**src/rtl/alu_op_sequencer_pkg.sv**
```systemverilog
// Shared constants and types for the ALU op sequencer: shift op codes,
// sequencer state encoding and settle-counter width.
package alu_pkg;

  localparam logic [3:0] ALU_OP_SHL = 4'h8;
  localparam logic [3:0] ALU_OP_SHR = 4'h9;

  localparam int unsigned CNT_W = 4;

  typedef enum logic [1:0] {
    IDLE  = 2'd0,
    ISSUE = 2'd1,
    RESP  = 2'd2
  } state_e;

endpackage

```
**src/rtl/alu_op_sequencer_if.sv**
```systemverilog
// Request, ALU-drive and response signals of the ALU op sequencer.
// master = the sequencer; slave = requester + ALU + response consumer.
interface alu_op_sequencer_if #(
  parameter int bits = 8
);

  logic            req_valid;
  logic            req_ready;
  logic [bits-1:0] req_a;
  logic [bits-1:0] req_b;
  logic [3:0]      req_op;
  logic            req_flag_in;
  logic            req_chain;

  logic [bits-1:0] alu_a;
  logic [bits-1:0] alu_b;
  logic [3:0]      alu_control;
  logic            alu_flag_in;
  logic [bits-1:0] alu_result;
  logic            alu_c;
  logic            alu_flags;

  logic            rsp_valid;
  logic            rsp_ready;
  logic [bits-1:0] rsp_result;
  logic            rsp_c;
  logic            rsp_flag;

  modport master (
    input  req_valid, req_a, req_b, req_op, req_flag_in, req_chain,
    output req_ready,
    output alu_a, alu_b, alu_control, alu_flag_in,
    input  alu_result, alu_c, alu_flags,
    output rsp_valid, rsp_result, rsp_c, rsp_flag,
    input  rsp_ready
  );

  modport slave (
    output req_valid, req_a, req_b, req_op, req_flag_in, req_chain,
    input  req_ready,
    input  alu_a, alu_b, alu_control, alu_flag_in,
    output alu_result, alu_c, alu_flags,
    input  rsp_valid, rsp_result, rsp_c, rsp_flag,
    output rsp_ready
  );

endinterface

```
**src/rtl/alu_op_sequencer_settle_cnt.sv**
```systemverilog
// Loadable 4-bit down-counter with zero flag; times the operand settle window.
module alu_settle_cnt
  import alu_pkg::*;
(
  input  logic             clk,
  input  logic             rst_n,
  input  logic             i_load,
  input  logic [CNT_W-1:0] i_load_val,
  input  logic             i_dec,
  output logic             o_zero
);

  logic [CNT_W-1:0] r_cnt;

  // NOTE: clocked state uses non-blocking (<=) so every register samples
  // pre-edge values, independent of statement order.
  always_ff @(posedge clk or negedge rst_n) begin
    if (!rst_n) begin
      r_cnt <= '0;
    end else if (i_load) begin
      r_cnt <= i_load_val;
    end else if (i_dec && (r_cnt != '0)) begin
      r_cnt <= r_cnt - 4'd1;
    end
  end

  assign o_zero = (r_cnt == '0);

endmodule

```
**src/rtl/alu_op_sequencer.sv**
```systemverilog
// Initiator side of the ALU operand/result interface: IDLE -> ISSUE -> RESP.
// Optional operand chaining from the previous result when ALU_CHAIN_EN is defined.
module alu_op_sequencer
  import alu_pkg::*;
#(
  parameter int bits       = 8,
  parameter int SETTLE_CYC = 1
) (
  input logic                clk,
  input logic                rst_n,
  alu_op_sequencer_if.master bus
);

  localparam logic [1:0]       ST_IDLE     = IDLE;
  localparam logic [1:0]       ST_ISSUE    = ISSUE;
  localparam logic [1:0]       ST_RESP     = RESP;
  localparam logic [CNT_W-1:0] SETTLE_LOAD = CNT_W'(SETTLE_CYC - 1);

  logic [1:0]      r_state;
  logic [bits-1:0] r_alu_a;
  logic [bits-1:0] r_alu_b;
  logic [3:0]      r_alu_control;
  logic            r_alu_flag_in;
  logic            r_rsp_valid;
  logic [bits-1:0] r_rsp_result;
  logic            r_rsp_c;
  logic            r_rsp_flag;

  logic            w_accept;
  logic            w_capture;
  logic            w_cnt_dec;
  logic            w_cnt_zero;
  logic [bits-1:0] w_next_a;
  logic            w_next_flag_in;

  assign bus.req_ready = (r_state == ST_IDLE);
  assign w_accept      = bus.req_valid && (r_state == ST_IDLE);
  assign w_capture     = (r_state == ST_ISSUE) && w_cnt_zero;
  assign w_cnt_dec     = (r_state == ST_ISSUE) && !w_cnt_zero;

  alu_settle_cnt u_settle_cnt (
    .clk        (clk),
    .rst_n      (rst_n),
    .i_load     (w_accept),
    .i_load_val (SETTLE_LOAD),
    .i_dec      (w_cnt_dec),
    .o_zero     (w_cnt_zero)
  );

`ifdef ALU_CHAIN_EN
  logic [bits-1:0] r_last_result;
  logic            r_last_c;

  always_ff @(posedge clk or negedge rst_n) begin
    if (!rst_n) begin
      r_last_result <= '0;
      r_last_c      <= 1'b0;
    end else if (w_capture) begin
      r_last_result <= bus.alu_result;
      r_last_c      <= bus.alu_c;
    end
  end

  assign w_next_a       = bus.req_chain ? r_last_result : bus.req_a;
  assign w_next_flag_in = bus.req_chain ? r_last_c      : bus.req_flag_in;
`else
  logic w_unused_chain;
  assign w_unused_chain = bus.req_chain;
  assign w_next_a       = bus.req_a;
  assign w_next_flag_in = bus.req_flag_in;
`endif

  // alu_* only change on accept, so the ALU sees stable operands between ops.
  always_ff @(posedge clk or negedge rst_n) begin
    if (!rst_n) begin
      r_state       <= ST_IDLE;
      r_alu_a       <= '0;
      r_alu_b       <= '0;
      r_alu_control <= '0;
      r_alu_flag_in <= 1'b0;
      r_rsp_valid   <= 1'b0;
      r_rsp_result  <= '0;
      r_rsp_c       <= 1'b0;
      r_rsp_flag    <= 1'b0;
    end else begin
      case (r_state)
        ST_IDLE: begin
          if (w_accept) begin
            r_alu_a       <= w_next_a;
            r_alu_b       <= bus.req_b;
            r_alu_control <= bus.req_op;
            r_alu_flag_in <= w_next_flag_in;
            r_state       <= ST_ISSUE;
          end
        end
        ST_ISSUE: begin
          if (w_capture) begin
            r_rsp_result <= bus.alu_result;
            r_rsp_c      <= bus.alu_c;
            r_rsp_flag   <= bus.alu_flags;
            r_rsp_valid  <= 1'b1;
            r_state      <= ST_RESP;
          end
        end
        ST_RESP: begin
          if (bus.rsp_ready) begin
            r_rsp_valid <= 1'b0;
            r_state     <= ST_IDLE;
          end
        end
        default: r_state <= ST_IDLE;
      endcase
    end
  end

  assign bus.alu_a       = r_alu_a;
  assign bus.alu_b       = r_alu_b;
  assign bus.alu_control = r_alu_control;
  assign bus.alu_flag_in = r_alu_flag_in;
  assign bus.rsp_valid   = r_rsp_valid;
  assign bus.rsp_result  = r_rsp_result;
  assign bus.rsp_c       = r_rsp_c;
  assign bus.rsp_flag    = r_rsp_flag;

endmodule

```
**src/flat_wrapper.sv**
```systemverilog
// flat-port wrapper written by rule: the top's interface ports become plain ports
module alu_op_sequencer_flat import alu_pkg::*;
#(
  parameter int bits       = 8,
  parameter int SETTLE_CYC = 1
)
  (clk, rst_n, bus_req_valid, bus_req_a, bus_req_b, bus_req_op, bus_req_flag_in, bus_req_chain, bus_req_ready, bus_alu_a, bus_alu_b, bus_alu_control, bus_alu_flag_in, bus_alu_result, bus_alu_c, bus_alu_flags, bus_rsp_valid, bus_rsp_result, bus_rsp_c, bus_rsp_flag, bus_rsp_ready);
  alu_op_sequencer_if #(.bits(bits)) bus_i ();
  input logic clk;
  input logic rst_n;
  input wire logic [$bits(bus_i.req_valid)-1:0] bus_req_valid;
  input wire logic [$bits(bus_i.req_a)-1:0] bus_req_a;
  input wire logic [$bits(bus_i.req_b)-1:0] bus_req_b;
  input wire logic [$bits(bus_i.req_op)-1:0] bus_req_op;
  input wire logic [$bits(bus_i.req_flag_in)-1:0] bus_req_flag_in;
  input wire logic [$bits(bus_i.req_chain)-1:0] bus_req_chain;
  output wire logic [$bits(bus_i.req_ready)-1:0] bus_req_ready;
  output wire logic [$bits(bus_i.alu_a)-1:0] bus_alu_a;
  output wire logic [$bits(bus_i.alu_b)-1:0] bus_alu_b;
  output wire logic [$bits(bus_i.alu_control)-1:0] bus_alu_control;
  output wire logic [$bits(bus_i.alu_flag_in)-1:0] bus_alu_flag_in;
  input wire logic [$bits(bus_i.alu_result)-1:0] bus_alu_result;
  input wire logic [$bits(bus_i.alu_c)-1:0] bus_alu_c;
  input wire logic [$bits(bus_i.alu_flags)-1:0] bus_alu_flags;
  output wire logic [$bits(bus_i.rsp_valid)-1:0] bus_rsp_valid;
  output wire logic [$bits(bus_i.rsp_result)-1:0] bus_rsp_result;
  output wire logic [$bits(bus_i.rsp_c)-1:0] bus_rsp_c;
  output wire logic [$bits(bus_i.rsp_flag)-1:0] bus_rsp_flag;
  input wire logic [$bits(bus_i.rsp_ready)-1:0] bus_rsp_ready;
  assign bus_i.req_valid = bus_req_valid;
  assign bus_i.req_a = bus_req_a;
  assign bus_i.req_b = bus_req_b;
  assign bus_i.req_op = bus_req_op;
  assign bus_i.req_flag_in = bus_req_flag_in;
  assign bus_i.req_chain = bus_req_chain;
  assign bus_req_ready = bus_i.req_ready;
  assign bus_alu_a = bus_i.alu_a;
  assign bus_alu_b = bus_i.alu_b;
  assign bus_alu_control = bus_i.alu_control;
  assign bus_alu_flag_in = bus_i.alu_flag_in;
  assign bus_i.alu_result = bus_alu_result;
  assign bus_i.alu_c = bus_alu_c;
  assign bus_i.alu_flags = bus_alu_flags;
  assign bus_rsp_valid = bus_i.rsp_valid;
  assign bus_rsp_result = bus_i.rsp_result;
  assign bus_rsp_c = bus_i.rsp_c;
  assign bus_rsp_flag = bus_i.rsp_flag;
  assign bus_i.rsp_ready = bus_rsp_ready;
  alu_op_sequencer #(.bits(bits), .SETTLE_CYC(SETTLE_CYC)) u_core (.clk(clk), .rst_n(rst_n), .bus(bus_i));
endmodule
```
**config.mk**
```make
export PLATFORM = sky130hd
export DESIGN_NAME = alu_op_sequencer_flat
export DESIGN_NICKNAME = d
export VERILOG_FILES = /design/src/rtl/alu_op_sequencer_pkg.sv /design/src/rtl/alu_op_sequencer_if.sv /design/src/rtl/alu_op_sequencer_settle_cnt.sv /design/src/rtl/alu_op_sequencer.sv /design/src/flat_wrapper.sv
export SDC_FILE = /design/constraint.sdc
export NUM_CORES = 1
export LEC_CHECK = 0
export ABC_AREA = 1
export BUFFER_PORTS_ARGS = -buffer_cell sky130_fd_sc_hd__buf_4
export CAP_MARGIN = 20
export CORE_MARGIN = 2
export CORE_UTILIZATION = 45
export CTS_CLUSTER_DIAMETER = 40
export DETAILED_ROUTE_END_ITERATION = 8
export PLACE_DENSITY = 0.77
export SYNTH_ARGS = -nofsm -noshare
export SYNTH_HDL_FRONTEND = slang
export SYNTH_HIERARCHICAL = 1
export SYNTH_SLANG_ARGS = --single-unit
```
**constraint.sdc**
```tcl
create_clock -name clk -period 1.76 [get_ports clk]
set_input_delay 0.176 -clock clk [delete_from_list [all_inputs] [get_ports clk]]
set_output_delay 0.176 -clock clk [all_outputs]
set_load 0.01 [all_outputs]
```
==> impl_results.md <==
* Total core area at 3630 µm²
* CTS tree: yes
* Die Width at 65.5 µm
* Util after Layout at 0.644
* Tcrit/Tclk final at 0.870
* Initial antenna violation count at 0
* Resize count post-CTS at 0
* Drt first pass iters at 4
* Minimum hold slack at 97.0 ps
* Register share of total power at 0.371
* Worst-Skew Late Latency at 280 ps
* Dpl ws at 325 ps
* Drt total wl at 3.50 mm
* Root buffer cell: clkbuf_8
* Max rail drop VDD at 0.000855 V
* DPL Wire Length at 2.45 mm
* Clock buffer depth at 2
* Sw frac at 0.399
* Final setup viols at 0
* Tmin final at 1530 ps
* Boundary Pins at 69
* First-pass GRT wire length at 6.04 mm
* Gate power share at 0.489
* Port Buffers at 67
* Mean number of vias per cell at 4.66
* Worst Path Required at 1580 ps
* Static leakage at 1.32 nW
* Clk sinks at 38
* Number of synthesized register bits at 38
* Worst setup SP type: flip-flop
* P per Cell Area at 1820 nW/µm²
* All-Layer GR Usage at 0.183
* Syn. warnings at 6
* Fin nets at 308
* Syn Inst Count at 198
* Die height at 65.5 µm
* Crit-path most repeated cell: buf_4
* Sequential area share after synthesis at 0.559
* Routed vias at 1491
* Remaining DRCs at 0
* Global placer's final weighted congestion at 0.787
* DR WL/cell at 10.9 µm
* Most frequent cells in the layout: nand2_1 (87), buf_4 (72), dfrtp_1 (38)
* Crit-path max cell delay at 480 ps
* Initial DRC count at 57
* CP endpoint kind: primary output
* Critical path arrival at 1360 ps
* Final Skew at 3.31 ps
* Global route total overflow at 0
* Initial Util at 0.468
* Final setup margin at 229 ps
* Power share of the clock group at 0.141
* Highest Clock Rate at 653 MHz
* Number of global-route vias before repair at 1391
* Mapped cell area at 1700 µm²
* RSZ-0062 raised after global routing: false
* CP max FO at 22
* Setup tns final at 0 ps
* Crit path kind: flip-flop to primary output
* N_diodes at 0
* Slew Limit Fails at 0
* P_int at 2.56 mW
* DRT antenna net count at 0
* Yosys cell types at 20
* Area Overhead vs Synth at 37.7%
* Run status: finished clean
* Largest net degree at the start of global routing at 39
* Final hold violations at 0
* Critical-path top delay cell: dfrtp_1
* Maxcap violations at 0
* Hold crit path type: primary input to flip-flop
* Worst-path clk slew at 70 ps
* Mean post-synth cell area at 8.59 µm²
* Num rows at 22
* Cell family with most CP delay: flip-flops
* Psw at 1.70 mW
* Share of cells above drive strength 1 at 0.320
* Total CTS buffers at 5
* CP bufs+invs at 2
* Die footprint at 4290 µm²
* H-tree Lvls at 2
* Commonest non-fill, non-tap cell in the layout: nand2_1
* CP Cell Sequence: nor2_4 -> buf_4 -> buf_4
[power by group through the flow]
stage / logic [mW] / clock network (mW) / registers, mW
3_3_place_gp: 2.07 / 0 / 1.58
4_1_cts: 2.11 / 0.623 / 1.58
3_5_place_dp: 2.11 / 0 / 1.59
5_1_grt: 2.36 / 0.656 / 1.64
6_report: 2.08 / 0.600 / 1.58
2_1_floorplan: 1.14 / 0 / 1.72
[synthesized netlist by cell type]
cell type	n	area, µm²
buf_2	4	20.0
buf_4	4	30.0
buf_6	2	22.5
clkinv_1	1	3.75
conb_1	1	3.75
dfrtp_1	38	951
ha_1	1	12.5
inv_1	8	30.0
inv_2	1	3.75
nand2_1	87	327
nand2_2	2	12.5
nand2_4	2	22.5
nand3_1	25	125
nand3_2	1	10.0
nand3b_1	2	15.0
nand4_1	10	62.6
nor2_1	3	11.3
nor2_2	1	6.26
nor2_4	1	11.3
o21ai_0	4	20.0
[state kept, by name (all words and copies together), names as in the netlist]
register                   cells
u_core/bus.alu_a               8
u_core/bus.alu_b               8
u_core/bus.rsp_result          8
u_core/bus.alu_control         4
u_core/u_settle_cnt/r_cnt      4
u_core/r_state                 2
u_core/bus.alu_flag_in         1
u_core/bus.rsp_c               1
u_core/bus.rsp_flag            1
u_core/bus.rsp_valid           1
[logic make-up (layout without fill, tap and decap cells)]
kind of cell	count (synthesis)	in the layout	share of synthesized area
and+or+nand+nor	134	134	0.355
DFF	38	38	0.559
buffers and inverters	20	91	0.0648
AOI/OAI and AO/OA	4	4	0.0118
adders and majority gates	1	1	0.00736
other	1	4	0.00221
[worst paths after layout]
path	from	to	slack, ps	cells after the start
worst max-delay path	u_core/r_state[0]	bus_req_ready	230	3
worst min-delay path	bus_rsp_ready	u_core/r_state[1]	100	2
worst max register to register	u_core/u_settle_cnt/r_cnt[0]	u_core/u_settle_cnt/r_cnt[3]	310	9
worst min register to register	u_core/bus.alu_control[1]	u_core/bus.alu_control[1]	470	2
max in group asynchronous	rst_n	u_core/bus.alu_b[3]	1030	2
min in group asynchronous	rst_n	u_core/bus.alu_a[6]	410	2
[per-stage QoR]
| stage | cells | power [mW] | area, µm² |
|---|---|---|---|
| after floorplan | 201 | 2.86 | 1710 |
| after global placement | 311 | 3.65 | 2240 |
| after detailed placement | 311 | 3.70 | 2240 |
| after CTS | 320 | 4.32 | 2340 |
| after global routing | 320 | 4.65 | 2340 |
| final | 320 | 4.26 | 2340 |
[final cells by class]
type | count | area [µm²]
tap | 48 | 60.1
fill | 328 | 1290
sequential | 38 | 951
multi-input combinational | 143 | 651
clock inverter | 1 | 5.00
timing repair buffer | 73 | 551
inverter | 10 | 37.5
clock buffer | 7 | 86.3
[worst reg2reg max path, cell delays in order, from the launching register on]
cell and delay (ps):
dfrtp_1 360, inv_1 70, ha_1 230, nand2_2 100
inv_1 80, nor2_1 210, nand3b_1 150, nand2_1 60
clkinv_1 40, nand2_1 40
[timing repair]
| item | CTS | global route |
|---|---|---|
| hold endpoints to repair | 38 | 0 |
| hold buffers | 1 | 0 |
| setup endpoints to repair | 0 | 0 |
| buffers inserted | 0 | 0 |
[metal layers]
layer	up-vias	GRT usage	routed length (µm)
met1	671	0.216	1570
met2	44	0.309	1670
met5	-	0	0
met3	4	0.0548	226
li1	772	-	-
met4	0	0.0781	41
(Power assumes the default switching activity.)
